--- src/rtl/fc_layer_seq.sv ---
// fc_layer_seq: FC-layer address/strobe sequencer for the LeNet-5 MAC path.
// Ports: clk, rst (async, active-high), en in; done, in_addr, w_addr,
// b_addr, rd_en, mac_valid, mac_first, mac_last, out_we, out_addr out.
// Optional macro FC_PERF_CNT_EN adds busy_cycles (RUN+DRAIN cycle count).
module fc_layer_seq #(
  parameter int N_IN   = 120,
  parameter int N_OUT  = 84,
  parameter int IA_W   = 7,
  parameter int OA_W   = 7,
  parameter int WA_W   = 14,
  parameter int RD_LAT = 1
) (
  input  logic            clk,
  input  logic            rst,
  input  logic            en,
  output logic            done,
  output logic [IA_W-1:0] in_addr,
  output logic [WA_W-1:0] w_addr,
  output logic [OA_W-1:0] b_addr,
  output logic            rd_en,
  output logic            mac_valid,
  output logic            mac_first,
  output logic            mac_last,
  output logic            out_we,
  output logic [OA_W-1:0] out_addr
`ifdef FC_PERF_CNT_EN
  ,
  output logic [31:0]     busy_cycles
`endif
);

  if (N_IN < 2 || N_OUT < 1 || RD_LAT < 1 || RD_LAT > 3 ||
      (1 << IA_W) < N_IN || (1 << OA_W) < N_OUT ||
      (1 << WA_W) < N_IN * N_OUT) begin : g_param_err
    $error("fc_layer_seq: illegal parameter set");
  end

  typedef enum logic [1:0] {
    S_IDLE,
    S_RUN,
    S_DRAIN,
    S_DONE
  } state_t;

  state_t state_q;

  logic [IA_W-1:0] i_cnt_q, i_cnt_d;
  logic [OA_W-1:0] o_cnt_q, o_cnt_d;
  logic [WA_W-1:0] w_cnt_q, w_cnt_d;
  logic [1:0]      d_cnt_q;

  logic [IA_W-1:0] ia_q;
  logic [WA_W-1:0] wa_q;

  // Stage 0 is the issue register; stage RD_LAT lines up with RAM data.
  logic [RD_LAT:0]           vld_q;
  logic [RD_LAT:0]           fst_q;
  logic [RD_LAT:0]           lst_q;
  logic [RD_LAT:0][OA_W-1:0] oc_q;

  logic            we_q;
  logic [OA_W-1:0] oa_q;
  logic            done_q;

  logic i_last, o_last, abort;

  assign i_last = (i_cnt_q == IA_W'(N_IN - 1));
  assign o_last = (o_cnt_q == OA_W'(N_OUT - 1));
  assign abort  = ~en && (state_q != S_IDLE);

  always_comb begin
    i_cnt_d = i_last ? '0 : i_cnt_q + 1'b1;
    o_cnt_d = o_cnt_q;
    if (i_last) o_cnt_d = o_last ? '0 : o_cnt_q + 1'b1;
    w_cnt_d = (i_last && o_last) ? '0 : w_cnt_q + 1'b1;
  end

  always_ff @(posedge clk or posedge rst) begin
    if (rst) begin
      state_q <= S_IDLE;
      i_cnt_q <= '0;
      o_cnt_q <= '0;
      w_cnt_q <= '0;
      d_cnt_q <= '0;
      ia_q    <= '0;
      wa_q    <= '0;
      vld_q   <= '0;
      fst_q   <= '0;
      lst_q   <= '0;
      oc_q    <= '0;
      we_q    <= 1'b0;
      oa_q    <= '0;
      done_q  <= 1'b0;
    end else begin
      vld_q[0] <= 1'b0;
      fst_q[0] <= 1'b0;
      lst_q[0] <= 1'b0;
      oc_q[0]  <= '0;
      ia_q     <= '0;
      wa_q     <= '0;
      for (int k = 1; k <= RD_LAT; k++) begin
        vld_q[k] <= vld_q[k-1];
        fst_q[k] <= fst_q[k-1];
        lst_q[k] <= lst_q[k-1];
        oc_q[k]  <= oc_q[k-1];
      end
      // One cycle of MAC accumulate latency before the result is writable.
      we_q <= vld_q[RD_LAT] & lst_q[RD_LAT];
      oa_q <= (vld_q[RD_LAT] & lst_q[RD_LAT]) ? oc_q[RD_LAT] : '0;

      if (abort) begin
        state_q <= S_IDLE;
        i_cnt_q <= '0;
        o_cnt_q <= '0;
        w_cnt_q <= '0;
        d_cnt_q <= '0;
        vld_q   <= '0;
        fst_q   <= '0;
        lst_q   <= '0;
        oc_q    <= '0;
        we_q    <= 1'b0;
        oa_q    <= '0;
        done_q  <= 1'b0;
      end else begin
        unique case (state_q)
          S_IDLE: begin
            if (en) begin
              state_q <= S_RUN;
              i_cnt_q <= '0;
              o_cnt_q <= '0;
              w_cnt_q <= '0;
            end
          end
          S_RUN: begin
            vld_q[0] <= 1'b1;
            fst_q[0] <= (i_cnt_q == '0);
            lst_q[0] <= i_last;
            oc_q[0]  <= o_cnt_q;
            ia_q     <= i_cnt_q;
            wa_q     <= w_cnt_q;
            i_cnt_q  <= i_cnt_d;
            o_cnt_q  <= o_cnt_d;
            w_cnt_q  <= w_cnt_d;
            if (i_last && o_last) begin
              state_q <= S_DRAIN;
              d_cnt_q <= '0;
            end
          end
          S_DRAIN: begin
            if (d_cnt_q == 2'(RD_LAT)) state_q <= S_DONE;
            else d_cnt_q <= d_cnt_q + 1'b1;
          end
          S_DONE: done_q <= 1'b1;
          default: state_q <= S_IDLE;
        endcase
      end
    end
  end

  assign done      = done_q;
  assign rd_en     = vld_q[0];
  assign in_addr   = ia_q;
  assign w_addr    = wa_q;
  assign b_addr    = oc_q[0];
  assign mac_valid = vld_q[RD_LAT];
  assign mac_first = fst_q[RD_LAT];
  assign mac_last  = lst_q[RD_LAT];
  assign out_we    = we_q;
  assign out_addr  = oa_q;

`ifdef FC_PERF_CNT_EN
  logic [31:0] busy_q, busy_d;

  always_comb begin
    busy_d = busy_q;
    if (state_q == S_IDLE && en) busy_d = '0;
    else if (state_q == S_RUN || state_q == S_DRAIN) busy_d = busy_q + 1'b1;
  end

  always_ff @(posedge clk or posedge rst) begin
    if (rst) busy_q <= '0;
    else busy_q <= busy_d;
  end

  assign busy_cycles = busy_q;
`endif

endmodule

--- config.mk ---
export PLATFORM = sky130hd
export DESIGN_NAME = fc_layer_seq
export DESIGN_NICKNAME = d
export VERILOG_FILES = /design/src/rtl/fc_layer_seq.sv
export SDC_FILE = /design/constraint.sdc
export NUM_CORES = 1
export LEC_CHECK = 0
export CORE_UTILIZATION = 55
export DETAILED_ROUTE_END_ITERATION = 7
export PLACE_DENSITY = 0.9
export SKIP_CTS_REPAIR_TIMING = 1
export SLEW_MARGIN = 10
export SYNTH_ARGS = -nofsm -noshare
export SYNTH_HDL_FRONTEND = slang
export SYNTH_SLANG_ARGS = --single-unit
--- constraint.sdc ---
create_clock -name clk -period 6.1 [get_ports clk]
set_clock_uncertainty 0.15 [all_clocks]
set_input_delay 1.22 -clock clk [delete_from_list [all_inputs] [get_ports clk]]
set_output_delay 1.22 -clock clk [all_outputs]
set_load 0.02 [all_outputs]
## Word-level counts from Yosys, hierarchy flattened

Cells that the tools add are included.
Widths: inputs -> output; s select.

| word-level totals | value |
|---|---|
| bits in registers | 82 |
| logic and storage cells | 87 |
| input bits | 3 |

| operators by class | value |
|---|---|
| reductions and logical operators | 13 |
| bitwise gates (word level) | 2 |
| equal/unequal tests | 11 |
| add/subtract/negate cells | 4 |
| mux-type cells | 42 |

Operators by type and width:

| cell | number |
|---|---|
| $mux 7 | 13 |
| $mux 14 | 5 |
| $pmux 14 s2 | 1 |
| $pmux 7 s2 | 2 |
| $ne 3x3->1 const B | 5 |
| $add 14x1->14 const B | 1 |
| $add 7x1->7 const B | 2 |
| $eq 7x7->1 const B | 2 |
| $mux 2 | 7 |
| $mux 1 | 12 |
| $logic_not 7->1 | 1 |
| $pmux 2 s3 | 1 |
| $reduce_and 3->1 | 2 |
| $reduce_bool 3->1 | 2 |
| $eq 2x1->1 const B | 2 |
| $eq 2x2->1 const B | 2 |
| $pmux 2 s2 | 1 |
| $reduce_and 4->1 | 1 |
| $reduce_bool 2->1 | 2 |
| $reduce_bool 4->1 | 1 |
| $add 2x1->2 const B | 1 |
| $logic_and 1x1->1 | 2 |
| $logic_not 2->1 | 1 |
| $reduce_and 2->1 | 1 |
| other kinds (2) | 2 |

## Depth between registers and ports, before layout

| depth | value |
|---|---|
| depth after elaboration | 5 |
| mapped depth | 9 |

## Worst setup path after synthesis

OpenSTA, ideal clock, no wires.

| path | value |
|---|---|
| path type | in2reg |
| from | input en |
| to | register o_cnt_q[1] |
| stages on the path | 7 |
| buffers on the path | 3 |
| required time | 5.828 ns |
| arrival time | 2.554 ns |
| setup slack | 3.274 ns |
| cells stage by stage | clkbuf_1 -> nand2_1 -> o31a_1 -> clkbuf_1 -> clkbuf_1 -> nor2_1 -> a32o_1 |

| between the ends | value |
|---|---|
| word-level cells in the longest chain between the ends | 4 |
| elaborated cells between the ends (all ways) | 7 |
| those cells by class | eq/ne: 2; mux: 1; bitwise: 1; reduce/logical: 3 |

Ends and longest elaborated chain:

| what | RTL line | source |
|---|---|---|
| from (decl) | 15 | `input logic en,` |
| $not 1->1 | 69 | `assign abort = ~en && (state_q != S_IDLE);` |
| $logic_and 1x1->1 | 69 |  |
| $ne 3x3->1 (no line) / $reduce_bool 3->1 (equally long branches) | -- |  |
| $reduce_and 3->1 (no line) | -- |  |
| to (signal assigned) | 142 | `o_cnt_q <= o_cnt_d;` |
| to (decl) | 48 | `logic [OA_W-1:0] o_cnt_q, o_cnt_d;` |

Several ways; a longest one is shown, not always the timed one.
A chain may end at the register's enable or synchronous reset.

## Final worst setup path

| path | value |
|---|---|
| from | input en |
| to | register o_cnt_q[6] |

Same word-level chain as after synthesis.

==> results.toml <==
[die]
die_h_um = 82.9
rows = 29
die_area_um2 = 6880
io_pins = 44
fp.coreArea_um2 = 6350
fp.dieW_um = 82.9
start_util_pct = 56.7

[grt]
use_met1_pct = 32.2
antenna_found_initial = 0
grt_max_degree = 83
grt_use_met2_pct = 35.1
grt.busiest_layer = "met2"
grt_usage_pct = 22.9
grtUsageMet3_pct = 3.58
grt_pass1_vias = 2598
grt_overflow = 0
grt_first_pass_wirelength_um = 12600

[logic_synthesis]
synth_ff_type = "dfrtp_1"
synth_cell_types = 42
ys_ff_latch = 82
synth-edff-count = 0
syn_area_um2 = 3600
ys_seq_area_share_pct = 57.0
synth_cells = 337
ys.warnings.count = 0
async_flop_share_pct = 100
avgSynthCellArea_um2 = 10.7
synth_nets = 349

[finish]
layout-drive-gt1-share_pct = 6.99
fin_nets = 379
final_cells = 449
n_antenna_cell = 0
area_delta_synth_final_pct = 16.9

[cts]
cts_root_buf = "clkbuf_8"
cts_tree = "yes"
cts_buffer_depth = 2
ctsHtreeMaxLevel = 3
numCtsBuffers = 9
clock_latency_ps = 360
cts.clk_slew.worst_paths_ps = 90
clkSinkCount = 82

[timing]
whs_ps = 304
drv_slew = 0
fmax_mhz = 294
post-route-period-util_pct = 55.8
slew_headroom_pct = 24.6
layout_min_cycle_time_ps = 3400
setup_tns_ps = 0
final-setup-viol-count = 0
rsz0062_at_grt = "false"
worst-slew-pin-transition_ps = 1120
hold_violations = 0

[setup_path]
cp_cell_sequence = "clkdlybuf4s50_1 -> and2_1 -> o31ai_1 -> a31oi_1 -> nor4_1"
worst-path-max-fanout = 11
worstSetupEndpointType = "register"
critical-path-max-stage-delay_ps = 900
cp.required_ps = 6190
r2r_end = "o_cnt_q[6]$_DFFE_PP0P_"
r2r_slack_ps = 3480
cp_data_arrival_time_ps = 3500
ff2ff_path_depth = 5
critPathKind = "in2reg"
worst_setup_path_start_kind = "primary input"
r2r_start = "state_q[0]$_DFFE_PP0P_"
worst_path_max_delay_cell = "o31ai_1"
critPathLaunch = "en"

[route]
ant_nets = 0
via_per_inst = 6.16
wl_per_cell_um = 16.2
routed_wl_um = 7280
drc = 0
dr.first_iter.drc_count = 219
vias = 2764
dr.pass1.iters = 5

[placement]
io_buffer_count = 43
place_inst = 433
dp_hpwl_um = 4820
place_congestion = 0.875

[worst_hold_path]
min_to = "lst_q[1]$_DFF_PP0_"
hold_path_class = "reg2reg"
whs_path_depth = 1
hp-start = "lst_q[0]$_DFF_PP0_"

[pwr]
powerDensity_nw_per_um2 = 337
peakVddDrop_uv = 287
fin_total_pwr_uw = 1420
p_leak_uw = 0.00189

[status]
status = "complete, no violations"

[job]
cap_viol_max_count = 0
==> flip-flops by register name (all words and copies together), names as in the netlist <==
register,count
lst_q,2
d_cnt_q,2
out_addr,7
w_cnt_q,14
vld_q,2
w_addr,14
oc_q,7
state_q,2
b_addr,7
i_cnt_q,7
o_cnt_q,7
out_we,1
done,1
fst_q,2
in_addr,7
==> critical path, delay by kind of cell <==
kind	cells	cell delay, ps
AO/OA/AOI/OAI	2	1090
buffers and inverters	1	570
AND/OR/NAND/NOR	2	610
==> power by group <==
part	switching [uW]	internal [uW]
clock	208	153
sequential	32.8	581
combinational	309	135
==> layer usage <==
metal  part of all wire [%]  wire length, um
met5                      0                0
met4                    2.2              159
met3                    6.1              443
met2                     49             3580
met1                     43             3100
==> synth_stat cells, types with 4 or more instances <==
master	count	share of area, %
nand2_1	15	1.6
nand4_1	6	1.0
inv_1	16	1.7
nor4_1	8	1.4
dfrtp_1	82	57
nor2_1	19	2.0
ha_1	9	3.1
clkbuf_1	20	2.1
nand3_1	12	1.7
a21oi_1	19	2.6
or4_1	11	2.3
a31oi_1	5	0.87
buf_4	7	1.5
o211ai_1	4	0.83
or3_1	4	0.69
and3_1	23	4.0
o31ai_1	11	2.3
and2_1	22	3.8
o21ai_0	12	1.7
o41ai_1	4	0.97
==> layout make-up <==
type | instances | area [um^2]
fill | 457 | 2140
sequential | 82 | 2050
timing repair buffer | 47 | 460
clock inverter | 7 | 57.6
inverter | 16 | 61.3
multi-input combinational | 211 | 1360
tap | 77 | 96.3
clock buffer | 9 | 124
==> worst max-delay path by stage <==
stage | to | slack [ps] | depth (start not counted)
global placement | o_cnt_q[5]$_DFFE_PP0P_ | 2520 | 6
detailed placement | o_cnt_q[6]$_DFFE_PP0P_ | 2450 | 6
finish | o_cnt_q[6]$_DFFE_PP0P_ | 2700 | 5
floorplan | b_addr[0]$_DFF_PP0_ | 2620 | 1
CTS | o_cnt_q[6]$_DFFE_PP0P_ | 2780 | 6
global route | o_cnt_q[6]$_DFFE_PP0P_ | 2510 | 5
==> cell usage in the layout (no fill, tap or decap), types with 2 or more instances in the layout <==
master and count:
nand3_1 12, clkbuf_8 9, clkdlybuf4s50_1 43, o211ai_1 4, or4b_4 2, nor4_1 8
mux2i_1 2, nor3_1 2, clkinvlp_4 3, buf_4 4, and4_1 2, dfrtp_1 82
inv_1 15, or4_1 11, o41ai_1 4, o21ai_0 12, or3_1 4, a31oi_1 5
nand4_1 6, and3_1 23, inv_6 4, nand4b_1 2, and2_1 22, o31ai_1 11
ha_1 9, nor2_1 19, a21oi_1 19, nand2_1 15, o2111ai_1 2
==> per-stage QoR <==
| step | instance area [um^2] | worst slack, ps | util, % |
|---|---|---|---|
| 3_3_place_gp | 4030 | 2520 | 63.4 |
| 4_1_cts | 4210 | 2780 | 66.3 |
| 2_1_floorplan | 3600 | 2620 | - |
| 3_5_place_dp | 4030 | 2450 | 63.4 |
| 5_1_grt | 4210 | 2510 | 66.3 |
| 6_report | 4210 | 2700 | 66.3 |
==> cells by family after synthesis <==
| kind of cell | Yosys count | share of synthesized area, % |
|---|---|---|
| compound gates | 68 | 12.7 |
| mux | 2 | 0.556 |
| flops | 82 | 57.0 |
| buf+inv | 44 | 5.31 |
| simple gates | 132 | 21.3 |
| fa+ha+maj | 9 | 3.13 |
(Power assumes the default switching activity.)
